===== config.mk =====
export PLATFORM = sky130hd
export DESIGN_NAME = conf_pad_driver
export DESIGN_NICKNAME = d
export VERILOG_FILES = /design/src/rtl/conf_pad_driver.sv
export SDC_FILE = /design/constraint.sdc
export NUM_CORES = 1
export LEC_CHECK = 0
export ABC_AREA = 0
export CORE_ASPECT_RATIO = 0.8
export CORE_MARGIN = 2
export CORE_UTILIZATION = 25
export CTS_BUF_LIST = sky130_fd_sc_hd__clkbuf_2 sky130_fd_sc_hd__clkbuf_4 sky130_fd_sc_hd__clkbuf_8
export DETAILED_ROUTE_END_ITERATION = 10
export GPL_TIMING_DRIVEN = 0
export SLEW_MARGIN = 10
export SYNTH_ARGS = -nofsm -noshare
export SYNTH_HDL_FRONTEND = slang
export SYNTH_SLANG_ARGS = --single-unit
export TNS_END_PERCENT = 50

===== constraint.sdc =====
create_clock -name clk -period 8.7 [get_ports clk]
set_clock_uncertainty 0.1 [all_clocks]
set_input_delay 0.87 -clock clk [delete_from_list [all_inputs] [get_ports clk]]
set_output_delay 0.87 -clock clk [all_outputs]
set_load 0.01 [all_outputs]

===== src/rtl/conf_pad_driver.sv =====
// Pad channel driver: maps each configuration byte to a timed pad output level and output-enable-bar.
// Optional PAD_TURNAROUND_EN holds pad_oeb high for two extra cycles when a channel switches from input to output.
module conf_pad_driver #(
   parameter int NCH     = 3,
   parameter int DIVW    = 16,
   parameter int BURST_N = 4
) (
   input  logic            clk,
   input  logic            rst,
   input  logic            en,
   input  logic [31:0]     conf_in,
   input  logic            conf_upd,
   output logic            upd_ack,
   output logic [NCH-1:0] pad_out,
   output logic [NCH-1:0] pad_oeb,
   output logic [NCH-1:0] busy
);

   typedef enum logic [1:0] {IDLE, ACTIVE, GAP} state_e;
   typedef enum logic [1:0] {M_STATIC, M_SQUARE, M_ONESHOT, M_BURST} mode_e;

   localparam int unsigned DMAX       = DIVW - 1;
   localparam logic [3:0]  BURST_LAST = 4'(BURST_N - 1);

   logic [31:0]     conf_q;
   logic            ack_q;
   logic [NCH-1:0] out_q, out_d;
   logic [DIVW-1:0] cnt_q  [NCH];
   logic [DIVW-1:0] cnt_d  [NCH];
   state_e          st_q   [NCH];
   state_e          st_d   [NCH];
   logic [3:0]      pcnt_q [NCH];
   logic [3:0]      pcnt_d [NCH];
   logic [NCH-1:0] restart;

   function automatic logic [DIVW-1:0] tc_mask(input logic [3:0] div);
      int unsigned e;
      logic [31:0] m;
      e = 32'(div);
      if (e > DMAX) e = DMAX;
      m = (32'd1 << e) - 32'd1;
      return m[DIVW-1:0];
   endfunction

   generate
      if (NCH < 4) begin : g_unused
         logic unused_cfg_bits;
         assign unused_cfg_bits = ^{conf_q[31:8*NCH], conf_in[31:8*NCH]};
      end
   endgenerate

   always_comb begin : next_state
      logic [7:0] old_b;
      logic [7:0] new_b;
      logic       tc;
      logic       lvl;
      logic [3:0] last;
      mode_e      mode;
      old_b = '0;
      new_b = '0;
      tc    = 1'b0;
      lvl   = 1'b0;
      last  = '0;
      mode  = M_STATIC;
      for (int unsigned k = 0; k < NCH; k++) begin
         old_b      = conf_q[8*k +: 8];
         new_b      = conf_in[8*k +: 8];
         restart[k] = conf_upd && (new_b != old_b);
         tc         = (cnt_q[k] == tc_mask(old_b[6:3]));
         // a restarting channel takes its entry behaviour from the incoming byte
         mode       = mode_e'(restart[k] ? new_b[2:1] : old_b[2:1]);
         lvl        = restart[k] ? new_b[0] : old_b[0];
         last       = (mode == M_BURST) ? BURST_LAST : 4'd0;

         cnt_d[k]  = cnt_q[k];
         st_d[k]   = st_q[k];
         pcnt_d[k] = pcnt_q[k];
         out_d[k]  = out_q[k];

         if (restart[k]) begin
            cnt_d[k]  = '0;
            pcnt_d[k] = '0;
            if (mode == M_ONESHOT || mode == M_BURST) begin
               st_d[k]  = ACTIVE;
               out_d[k] = ~lvl;
            end else begin
               st_d[k]  = IDLE;
               out_d[k] = lvl;
            end
         end else if (en) begin
            cnt_d[k] = tc ? '0 : cnt_q[k] + 1'b1;
            case (mode)
               M_SQUARE: begin
                  if (tc) out_d[k] = ~out_q[k];
               end
               M_ONESHOT, M_BURST: begin
                  case (st_q[k])
                     ACTIVE: begin
                        if (tc) begin
                           st_d[k]  = GAP;
                           out_d[k] = lvl;
                        end
                     end
                     GAP: begin
                        if (tc) begin
                           if (pcnt_q[k] == last) begin
                              st_d[k] = IDLE;
                           end else begin
                              st_d[k]   = ACTIVE;
                              out_d[k]  = ~lvl;
                              pcnt_d[k] = pcnt_q[k] + 4'd1;
                           end
                        end
                     end
                     default: ;
                  endcase
               end
               default: ;
            endcase
         end
      end
   end

   always_ff @(posedge clk or negedge rst) begin
      if (!rst) begin
         conf_q <= '1;
         ack_q  <= 1'b0;
         out_q  <= '1;
         for (int unsigned k = 0; k < NCH; k++) begin
            cnt_q[k]  <= '0;
            st_q[k]   <= IDLE;
            pcnt_q[k] <= '0;
         end
      end else begin
         ack_q <= conf_upd;
         if (conf_upd) conf_q <= conf_in;
         out_q <= out_d;
         for (int unsigned k = 0; k < NCH; k++) begin
            cnt_q[k]  <= cnt_d[k];
            st_q[k]   <= st_d[k];
            pcnt_q[k] <= pcnt_d[k];
         end
      end
   end

   assign upd_ack = ack_q;
   assign pad_out = out_q;

   always_comb begin
      busy = '0;
      for (int unsigned k = 0; k < NCH; k++) busy[k] = (st_q[k] != IDLE);
   end

`ifdef PAD_TURNAROUND_EN
   logic [1:0] hold_q [NCH];
   logic [1:0] hold_d [NCH];

   // any update that leaves a channel driving re-arms its hold; releasing to input cancels it
   always_comb begin
      for (int unsigned k = 0; k < NCH; k++) begin
         hold_d[k] = hold_q[k];
         if (conf_upd && !conf_in[8*k+7] && (conf_q[8*k+7] || hold_q[k] != 2'd0))
            hold_d[k] = 2'd2;
         else if (conf_upd && conf_in[8*k+7])
            hold_d[k] = 2'd0;
         else if (hold_q[k] != 2'd0)
            hold_d[k] = hold_q[k] - 2'd1;
      end
   end

   always_ff @(posedge clk or negedge rst) begin
      if (!rst) begin
         for (int unsigned k = 0; k < NCH; k++) hold_q[k] <= '0;
      end else begin
         for (int unsigned k = 0; k < NCH; k++) hold_q[k] <= hold_d[k];
      end
   end

   always_comb begin
      pad_oeb = '0;
      for (int unsigned k = 0; k < NCH; k++)
         pad_oeb[k] = conf_q[8*k+7] | (hold_q[k] != 2'd0);
   end
`else
   always_comb begin
      pad_oeb = '0;
      for (int unsigned k = 0; k < NCH; k++) pad_oeb[k] = conf_q[8*k+7];
   end
`endif

endmodule


==> impl_metrics.tcl <==
set metrics [dict create \
    cts_setup_buffers 0 \
    path_class "flop to flop" \
    antenna_cells 0 \
    final_cells 1174 \
    syn_area_sq_mm 0.00652 \
    die_area_sq_mm 0.0274 \
    final_cell_mix "nand2_1, nor2_1, dfrtp_1" \
    synth_flop_cell "dfrtp_1" \
    max_freq_mhz 239 \
    die_h_microns 148 \
    dieWidth_microns 185 \
    synth_cell_types 76 \
    outcome "finished, final reports clean" \
    syn_to_final_growth_pct 16.1 \
    grt_pass1_vias 5378 \
    port_buffers 37 \
    drc 0 \
    r2r-end "cnt_q[8]" \
    ys_warn_count 0 \
    final_common_cell "nand2_1" \
    finalHoldViolations 0 \
    grt-ovfl-total 0 \
    io_pins 46 \
    drv_slew 0 \
    p_leak_nw 2.92 \
    timing.hold.ws_ns 0.228 \
    crit_arrival_ns 4.36 \
    drtIter0Drc 537 \
    nets 863 \
    ctsHoldBuffers 0 \
    core_area_sq_mm 0.0254 \
    maxSlewHeadroom_pct 48.4 \
    grt_pass1_wl_microns 28200 \
    cts_root_buf "clkbuf_8" \
    firstDrtPassIters 5 \
    critical_path.max_fanout 10 \
    layout-drive-gt1-share_pct 12.6 \
    cts_tree "yes" \
    initial_utilization_pct 25.6 \
    rows 52 \
    fin_crit_ns 4.19 \
    synth_edf_count 0 \
    cp.required_ns 8.87 \
    cts-htree-levels 3 \
    cts_max_path_buffers 2 \
    drtAntennaViolNets 0 \
    worstPathCellList "buf_2, buf_1, nor2_1, nand2_1, ha_1, clkbuf_1, or3b_2, a21oi_1, o21a_1, o22ai_1, o41ai_1, clkbuf_1, nor2_1, o21ai_0, o41ai_1" \
    synthTopCellsByArea "dfrtp_1, dfstp_2, xor2_1" \
    worst_pin_slew_ns 0.774 \
    grt_usage_pct 12.6 \
    p_per_area_mw_per_mm2 138 \
    dp_cells 1158 \
    async_reset_ff_share_pct 100 \
    grt_setup_unrepaired "false" \
    cts.sink_count 94 \
    synth_fp_nets 814 \
    ff2ff_setup_slack_ns 4.51 \
    wirelength_microns 16800 \
    ff2ff_path_depth 15 \
    ir_drop_mv 0.0620 \
    hold_path_class "primary input to asynchronous set/reset pin" \
    numCtsBuffers 9 \
    syn_avg_cell_area_sq_um 8.48 \
    dr_total_vias 5715 \
    fin_crit_sh_pct 48.2 \
    clk_latency_ns 0.38 \
    maxCapViolCount 0 \
    cpPeakStageDelay_ns 0.57 \
    routedWlPerCell_microns 14.3 \
    clkTransAtPathRegs_ns 0.10 \
    totalPowerFinal_w 0.00105 \
    cp_slowest_cell "dfstp_2" \
    dpl.hpwl_microns 12200 \
    endpoint_kind "flop" \
    antenna_found_initial 0 \
    ys_ff_latch 94 \
    routed_via_density 4.87 \
    syn_inst 769 \
    setup_violations 0 \
    rr_startpoint "conf_q[22]" \
    cts_resized 0 \
    netlist.area_leader.share_pct 25.7 \
    n_fill_cell 2670 \
    ys_seq_area_share_pct 36.6 \
    grt_start_max_net_pins 75 \
    synth_top_area_cell "dfrtp_1" \
    place.gp.congestion 0.878 \
    start_kind "flop" \
    fin_setup_tns_ns 0 \
]
==> power by group <==
| group | switching [W] | internal (W) | total, W |
|---|---|---|---|
| logic | 0.000136 | 0.000102 | 0.000237 |
| clock network | 0.000168 | 0.000153 | 0.000321 |
| registers | 0.0000223 | 0.000466 | 0.000488 |
| total | 0.000326 | 0.000721 | 0.00105 |
==> per-layer routing <==
| layer | track usage, % | vias up | wire (microns) |
|---|---|---|---|
| li1 | - | 2852 | - |
| met1 | 18.9 | 2730 | 8720 |
| met2 | 18.7 | 124 | 7170 |
| met3 | 3.11 | 9 | 824 |
| met4 | 1.84 | 0 | 114 |
| met5 | 0 | - | 0 |
==> metrics by stage <==
step	cell area, sq um	worst slack (ns)	utilization, %
finish	7570	4.51	29.8
global placement	7330	2.82	28.8
CTS	7570	4.48	29.8
floorplan	6520	5.05	-
global route	7570	4.04	29.8
detailed placement	7360	4.49	28.9
==> registers in the layout (all words and copies together) (netlist names) <==
signal   flops
cnt_q       48
conf_q      24
pcnt_q      12
st_q         6
pad_out      3
upd_ack      1
==> worst max-delay path: cells and delay by family (launching register included) <==
kind                     cells  cell delay, ns
buffers and inverters        4            1.28
AND/OR/NAND/NOR              4            0.75
flip-flops                   1            0.57
adder cells (fa/ha/maj)      1            0.13
AO/OA/AOI/OAI                6            1.23
==> layout make-up <==
| type | count | area [sq um] | share of cell area (%) |
|---|---|---|---|
| sequential | 94 | 2390 | 31.5 |
| tap | 351 | 439 | 5.80 |
| timing repair buffer | 38 | 399 | 5.27 |
| clock inverter | 4 | 55.1 | 0.727 |
| buffer | 45 | 208 | 2.74 |
| inverter | 26 | 97.6 | 1.29 |
| clock buffer | 12 | 159 | 2.10 |
| multi-input combinational | 604 | 3830 | 50.6 |
==> cell families after synthesis <==
group                    count (synthesis)  share of synthesized area [%]
multiplexers                            24                           4.01
XOR/XNOR                                71                           9.54
adder cells (fa/ha/maj)                  9                           1.73
flip-flops                              94                           36.6
buffers and inverters                   71                           4.68
AND/OR/NAND/NOR                        320                           25.7
AO/OA/AOI/OAI                          180                           17.8
==> cells in the mapped netlist, types with 4 or more instances <==
master    instances
nor4_1           13
ha_1              9
dfstp_2          27
nand2_1          82
a21oi_1          34
a21boi_0          4
dfrtp_1          67
o21bai_1          4
or3_1            13
buf_2            10
nor4b_1           5
a21o_1            5
mux2_2           17
a31oi_1           9
nor2_1           67
nor3_1           25
nand3_1          27
xnor2_1          25
o22ai_1          10
a211oi_1          6
a211o_1           6
and3_1            5
nand2b_1          8
nand4_1          17
o211ai_1          4
or2_2            13
xor2_1           46
o21ai_0          53
or4_1             5
and4_1            4
clkbuf_1         28
inv_1            26
nor2b_1          11
a22oi_1           4
o31ai_1           8
o21a_1            5
mux2i_1           7
==> worst max path at each step <==
stage / start / endpoint / slack, ns / depth (start not counted)
6_report: conf_q[22] / cnt_q[8] / 4.51 / 15
5_1_grt: conf_q[13] / cnt_q[28] / 4.04 / 14
4_1_cts: conf_q[22] / cnt_q[8] / 4.48 / 15
3_5_place_dp: conf_upd / cnt_q[43] / 4.49 / 7
3_3_place_gp: rst / pcnt_q[6] / 2.82 / 1
2_1_floorplan: conf_q[22] / cnt_q[6] / 5.05 / 15
(Power assumes the default switching activity.)
